### src/rtl/dlsc_pxdma_pkg.sv
// Shared constants for the pxdma unpacker: bytes-per-pixel codes, FSM states, buffer depth.
// Latency: n/a (declarations only).
// Backpressure: n/a.
package dlsc_pxdma_pkg;

    // cmd_bpw encodings: bytes per pixel minus one
    localparam logic [1:0] BPW_1B = 2'd0;
    localparam logic [1:0] BPW_2B = 2'd1;
    localparam logic [1:0] BPW_3B = 2'd2;
    localparam logic [1:0] BPW_4B = 2'd3;

    typedef enum logic {
        ST_IDLE = 1'b0,
        ST_RUN  = 1'b1
    } st_t;

    localparam int BUF_BYTES = 8;

    // Number of bytes in one pixel for a given bpw code (1..4)
    function automatic logic [2:0] bpw_bytes(input logic [1:0] bpw);
        return {1'b0, bpw} + 3'd1;
    endfunction

endpackage

### src/rtl/dlsc_pxdma_bytebuf.sv
// 8-byte shift buffer: pushes 1..4 bytes of a word (skipping leading bytes), pops 1..4 from the low end.
// Latency: push/pop take effect at the next clock; head/count are registered.
// Backpressure: none internally; the caller must never push more than fits after this cycle's pop.
module dlsc_pxdma_bytebuf
    import dlsc_pxdma_pkg::*;
(
    input  logic        clk,
    input  logic        rst,
    input  logic        flush,
    input  logic        push_en,
    input  logic [1:0]  push_skip,
    input  logic [31:0] push_data,
    input  logic        pop_en,
    input  logic [1:0]  pop_bpw,
    output logic [3:0]  count,
    output logic [31:0] head
);

    logic [BUF_BYTES-1:0][7:0] mem;
    logic [BUF_BYTES-1:0][7:0] mem_nxt;
    logic [3:0]                count_nxt;
    logic [3:0]                pop_n;
    logic [3:0]                push_n;
    logic [3:0]                base;
    logic [31:0]               pd;

    assign head = mem[3:0];

    // Shift out popped bytes, then append pushed bytes right after the survivors
    always_comb begin
        pop_n   = pop_en  ? ({2'b00, pop_bpw} + 4'd1) : 4'd0;
        push_n  = push_en ? (4'd4 - {2'b00, push_skip}) : 4'd0;
        base    = count - pop_n;
        pd      = push_data >> {push_skip, 3'b000};
        mem_nxt = '0;
        for (int i = 0; i < BUF_BYTES; i++) begin
            for (int j = 0; j <= 4; j++) begin
                if (int'(pop_n) == j && (i + j) < BUF_BYTES) begin
                    mem_nxt[i] = mem[i + j];
                end
            end
        end
        for (int j = 0; j < 4; j++) begin
            for (int d = 0; d < BUF_BYTES; d++) begin
                if (j < int'(push_n) && (int'(base) + j) == d) begin
                    mem_nxt[d] = pd[8*j +: 8];
                end
            end
        end
        count_nxt = flush ? 4'd0 : (count + push_n - pop_n);
    end

    // Buffer storage and fill level
    always_ff @(posedge clk) begin
        if (rst) begin
            mem   <= '0;
            count <= 4'd0;
        end else begin
            mem   <= mem_nxt;
            count <= count_nxt;
        end
    end

endmodule

### src/rtl/dlsc_pxdma_unpacker.sv
// Row unpacker: turns 32-bit little-endian read words into right-aligned 1..4 byte pixels, flagging the row's last.
// Latency: a pixel is registered one clock after enough bytes sit in the byte buffer.
// Backpressure: px_ready stalls the pixel register; in_ready drops when the buffer cannot take a full word.
// Build option: DLSC_PXDMA_UNPACKER_SWAP_EN reverses byte order within each pixel.
module dlsc_pxdma_unpacker
    import dlsc_pxdma_pkg::*;
#(
    parameter int XBITS = 12,
    parameter int WLEN  = 32
) (
    input  logic             clk,
    input  logic             rst,
    output logic             cmd_ready,
    input  logic             cmd_valid,
    input  logic [1:0]       cmd_offset,
    input  logic [1:0]       cmd_bpw,
    input  logic [XBITS-1:0] cmd_words,
    output logic             in_ready,
    input  logic             in_valid,
    input  logic [31:0]      in_data,
    input  logic             px_ready,
    output logic             px_valid,
    output logic [31:0]      px_data,
    output logic             px_last
);

    generate
        if (WLEN != 32) begin : g_wlen_chk
            $error("dlsc_pxdma_unpacker: WLEN must be 32");
        end
    endgenerate

    st_t              state, state_nxt;
    logic             ready_en;
    logic [XBITS-1:0] px_cnt;
    logic [XBITS+2:0] word_cnt;
    logic [XBITS+2:0] row_bytes;
    logic [XBITS+2:0] row_words;
    logic [1:0]       bpw_r;
    logic [1:0]       skip_r;
    logic [3:0]       buf_count;
    logic [31:0]      buf_head;
    logic [3:0]       need_bytes;
    logic [3:0]       avail_after;
    logic [31:0]      px_fmt;
    logic             cmd_acc;
    logic             push;
    logic             pop;
    logic             done;

    assign cmd_acc    = cmd_valid && cmd_ready;
    assign push       = in_valid && in_ready;
    assign need_bytes = {1'b0, bpw_bytes(bpw_r)};
    assign pop        = (state == ST_RUN) && (px_cnt != '0) && (!px_valid || px_ready)
                        && (buf_count >= need_bytes);
    assign avail_after = buf_count - (pop ? need_bytes : 4'd0);
    // The last pixel load always follows the row's final word, so the row ends here
    assign done       = pop && (px_cnt == XBITS'(1));
    assign row_bytes  = ({3'b000, cmd_words} * {{XBITS{1'b0}}, bpw_bytes(cmd_bpw)})
                        + {{(XBITS+1){1'b0}}, cmd_offset};
    assign row_words  = (row_bytes + (XBITS+3)'(3)) >> 2;

    dlsc_pxdma_bytebuf u_buf (
        .clk       (clk),
        .rst       (rst),
        .flush     (done),
        .push_en   (push),
        .push_skip (skip_r),
        .push_data (in_data),
        .pop_en    (pop),
        .pop_bpw   (bpw_r),
        .count     (buf_count),
        .head      (buf_head)
    );

    // FSM state register
    always_ff @(posedge clk) begin
        if (rst) state <= ST_IDLE;
        else     state <= state_nxt;
    end

    // FSM next state: empty rows never leave IDLE
    always_comb begin
        state_nxt = state;
        case (state)
            ST_IDLE: if (cmd_acc && cmd_words != '0) state_nxt = ST_RUN;
            ST_RUN:  if (done) state_nxt = ST_IDLE;
            default: state_nxt = ST_IDLE;
        endcase
    end

    // FSM outputs: handshake readies
    always_comb begin
        cmd_ready = ready_en && (state == ST_IDLE);
        in_ready  = (state == ST_RUN) && (word_cnt != '0) && (avail_after <= 4'd4);
    end

    // Select pixel bytes from the buffer head, zeroing unused upper bytes
    always_comb begin
        px_fmt = '0;
        for (int k = 0; k < 4; k++) begin
`ifdef DLSC_PXDMA_UNPACKER_SWAP_EN
            for (int j = 0; j < 4; j++) begin
                if (k <= int'(bpw_r) && j == int'(bpw_r) - k) px_fmt[8*k +: 8] = buf_head[8*j +: 8];
            end
`else
            if (k <= int'(bpw_r)) px_fmt[8*k +: 8] = buf_head[8*k +: 8];
`endif
        end
    end

    // Row counters, command latch and pixel output register
    always_ff @(posedge clk) begin
        if (rst) begin
            ready_en <= 1'b0;
            px_cnt   <= '0;
            word_cnt <= '0;
            bpw_r    <= BPW_1B;
            skip_r   <= 2'd0;
            px_valid <= 1'b0;
            px_data  <= '0;
            px_last  <= 1'b0;
        end else begin
            ready_en <= 1'b1;
            if (cmd_acc) begin
                px_cnt   <= cmd_words;
                word_cnt <= row_words;
                bpw_r    <= cmd_bpw;
                skip_r   <= cmd_offset;
            end else begin
                if (push) begin
                    word_cnt <= word_cnt - 1'b1;
                    skip_r   <= 2'd0;
                end
                if (pop) px_cnt <= px_cnt - 1'b1;
            end
            if (pop) begin
                px_valid <= 1'b1;
                px_data  <= px_fmt;
                px_last  <= (px_cnt == XBITS'(1));
            end else if (px_ready) begin
                px_valid <= 1'b0;
                px_last  <= 1'b0;
            end
        end
    end

endmodule

### config.mk
export PLATFORM = sky130hd
export DESIGN_NAME = dlsc_pxdma_unpacker
export DESIGN_NICKNAME = d
export VERILOG_FILES = /design/src/rtl/dlsc_pxdma_pkg.sv /design/src/rtl/dlsc_pxdma_bytebuf.sv /design/src/rtl/dlsc_pxdma_unpacker.sv
export SDC_FILE = /design/constraint.sdc
export NUM_CORES = 1
export LEC_CHECK = 0
export BUFFER_PORTS_ARGS = -buffer_cell sky130_fd_sc_hd__clkbuf_2
export CAP_MARGIN = 15
export CORE_MARGIN = 2
export CORE_UTILIZATION = 45
export CTS_BUF_LIST = sky130_fd_sc_hd__clkbuf_4 sky130_fd_sc_hd__clkbuf_8
export DETAILED_ROUTE_END_ITERATION = 10
export PLACE_DENSITY_LB_ADDON = 0.12
export SYNTH_ARGS = -nofsm -noshare
export SYNTH_HDL_FRONTEND = slang
export SYNTH_SLANG_ARGS = --single-unit
### constraint.sdc
create_clock -name clk -period 14.2 [get_ports clk]
set_input_delay 2.84 -clock clk [delete_from_list [all_inputs] [get_ports clk]]
set_output_delay 2.84 -clock clk [all_outputs]
set_load 0.1 [all_outputs]
==> metrics.yaml <==
sta:
  finalSetupTns_ns: 0
  worst_slack_ns: 4.70
  finalHoldViolCount: 0
  rsz0062_at_grt: "false"
  holdWs_ns: 0.446
  fin_crit_sh_pct: 66.9
  worst_pin_slew_ns: 1.00
  slew_headroom_pct: 32.6
  fin_crit_ns: 9.50
  setup_violations: 0
  slew_violations: 0
  skew_ns: 0.0171
  max_freq_ghz: 0.105
floorplanning:
  die_w_um: 156
  io_pins: 89
  die-area_um2: 24500
  start_util_pct: 46.1
  num_rows: 55
  dieHeight_um: 156
  core_area_um2: 22700
logic_synthesis:
  yosysWarnings: 0
  synth_cells: 1364
  post-synth-top-count-cell: "nand2_1"
  synth-edff-count: 0
  yosys.area.top_type: "dfxtp_1"
  synth.area.top_cells: "dfxtp_1, mux2i_1, nand2_1, a21oi_1, ha_1"
  avgSynthCellArea_um2: 7.67
  netlist_area_um2: 10500
  synth_top_area_share_pct: 25.8
  synth-async-reset-ratio_pct: 0
  synth_cell_type_count: 85
  synth_nets: 1477
  synthTopCellsByCount: "nand2_1, dfxtp_1, nor2_1"
  ys.flop_type: "dfxtp_1"
  ys_seq_elements: 135
  ys_seq_area_share_pct: 25.8
route:
  wl_per_cell_um: 20.1
  drt-initial-drc-count: 1016
  viasPerCell: 6.14
  drt-total-wl_um: 34000
  drtPass1Iterations: 6
  drc: 0
  num_vias: 10400
  ant_nets: 0
setup_path:
  r2r-end: "u_buf.mem[32]$_SDFFE_PP0P_"
  worstPathRequired_ns: 11.36
  critPathLaunchType: "register"
  cp.arrival_ns: 6.66
  crit_family: "adder cells"
  ff2ff_setup_slack_ns: 5.97
  path_max_fanout: 60
  crit_end: "in_ready"
  slowest_delay_ns: 1.09
  slowest_stage: "ha_1"
  ff2ff_path_depth: 19
  crit_buf_inv: 4
  path_cells: "buf_4 -> inv_1 -> ha_1 -> inv_1 -> ha_1 -> a2111oi_0 -> nor3_2 -> nand2_4 -> nor2_1 -> ha_1 -> fa_1 -> nand2_1 -> nand2_1 -> nand2_1 -> nor3_1 -> clkbuf_2"
  crit_cells: 16
  r2r-start: "bpw_r[0]$_SDFFE_PP0P_"
  cp-end-kind: "primary output"
  path_class: "reg -> out"
  startpoint: "bpw_r[0]$_SDFFE_PP0P_"
placed_design:
  dp_cells: 1658
  hpwl_um: 25300
  pre_cts_ws_ns: 5.28
  routabilityCongestion: 0.938
  portBuffers: 88
layout:
  diodes: 0
  drive_gt1_share_pct: 13.9
  nFillCells: 2314
  area_delta_synth_final_pct: 8.25
  fin_util_pct: 49.9
  layout.nets: 1505
  fin_cells: 1690
clock_network:
  cts-buffers-inserted: 17
  clk_pin_slew_ns: 0.09
  cts_tree: "yes"
  ctsHoldBuffers: 0
  cts_resized: 0
  cts_buffer_depth: 2
  cts-htree-levels: 4
  clockRootBuffer: "clkbuf_8"
  clkLatencyLatePin_ns: 0.46
  numClockSinks: 135
  cts_setup_buffers: 0
grt:
  antenna_found_initial: 0
  grt_start_max_net_pins: 66
  grt_pass1_vias: 9903
  grt_remaining_overflow: 0
  grt_pass1_wl_um: 54300
  gr-usage-all-layers_pct: 28.1
pwr:
  power_leakage_nw: 4.31
  power_density_nw_per_um2: 113
  vdd_drop_max_uv: 80.1
run:
  maxCapViolCount: 0
min_path:
  min_path_type: "reg -> reg"
status:
  outcome: "finished, final reports clean"
## state kept, by name, summed over array words and instances, names as in the netlist
name,count
ready_en,1
state,1
px_last,1
px_valid,1
skip_r,2
u_buf.count,4
px_cnt,12
u_buf.mem,32
u_buf.head,32
px_data,32
word_cnt,15
bpw_r,2
## placed cells by master, fill, tap and decap left out, drive strengths merged, types with 14 or more instances in the layout
master	count
nand2	195
nor2	137
dfxtp	135
a21oi	131
clkbuf	105
mux2i	77
inv	70
o21ai	49
a211oi	46
ha	46
nand3	38
nor3	34
a221oi	19
o211ai	18
nand2b	18
xnor2	17
a32oi	17
nor4	16
buf	15
o221ai	14
fa	14
## where the power goes
part,switching (mW),internal [mW]
combinational,0.315,0.169
sequential,0.0405,0.410
clock,0.180,0.165
## layout make-up
type,count,area (um2),share of cell area [%]
well taps,285,357,3.15
clock buffers,18,248,2.19
repair buffers,102,548,4.84
flip-flops and latches,135,2710,23.9
clock inverters,14,161,1.42
inverters,64,240,2.12
multi-input cells,1072,7070,62.4
## worst min-delay path by stage
| stage | slack [ns] | cells past startpoint | start | endpoint |
|---|---|---|---|---|
| 2_1_floorplan | 0.42 | 1 | word_cnt[14]$_SDFFE_PP0P_ | word_cnt[14]$_SDFFE_PP0P_ |
| 3_3_place_gp | 0.43 | 1 | word_cnt[14]$_SDFFE_PP0P_ | word_cnt[14]$_SDFFE_PP0P_ |
| 3_5_place_dp | 0.43 | 1 | word_cnt[14]$_SDFFE_PP0P_ | word_cnt[14]$_SDFFE_PP0P_ |
| 4_1_cts | 0.45 | 1 | word_cnt[14]$_SDFFE_PP0P_ | word_cnt[14]$_SDFFE_PP0P_ |
| 5_1_grt | 0.47 | 1 | word_cnt[14]$_SDFFE_PP0P_ | word_cnt[14]$_SDFFE_PP0P_ |
| 6_report | 0.45 | 1 | word_cnt[14]$_SDFFE_PP0P_ | word_cnt[14]$_SDFFE_PP0P_ |
## metrics by stage
| stage | area, um2 | power [mW] |
|---|---|---|
| after global placement | 10900 | 0.934 |
| after CTS | 11300 | 1.28 |
| after global routing | 11300 | 1.35 |
| final | 11300 | 1.28 |
| after detailed placement | 10900 | 0.937 |
| after floorplan | 10500 | 0.817 |
## kinds of logic after synthesis
kind of cell,after synthesis,share of synthesized area [%]
mux,80,7.69
compound gates,387,24.9
buf+inv,157,6.68
flops,135,25.8
xor+xnor,30,2.65
simple gates,515,24.1
fa+ha+maj,60,8.18
## per-layer routing
layer  vias up  wire [um]  GRT usage (%)
met5         -          0              0
met4         0       1220           10.9
met3        88       1860           4.29
met2       376      16700           48.6
met1      4907      14200           35.2
li1       5005          -              -
Note: power is estimated with default switching activity, not from simulation.
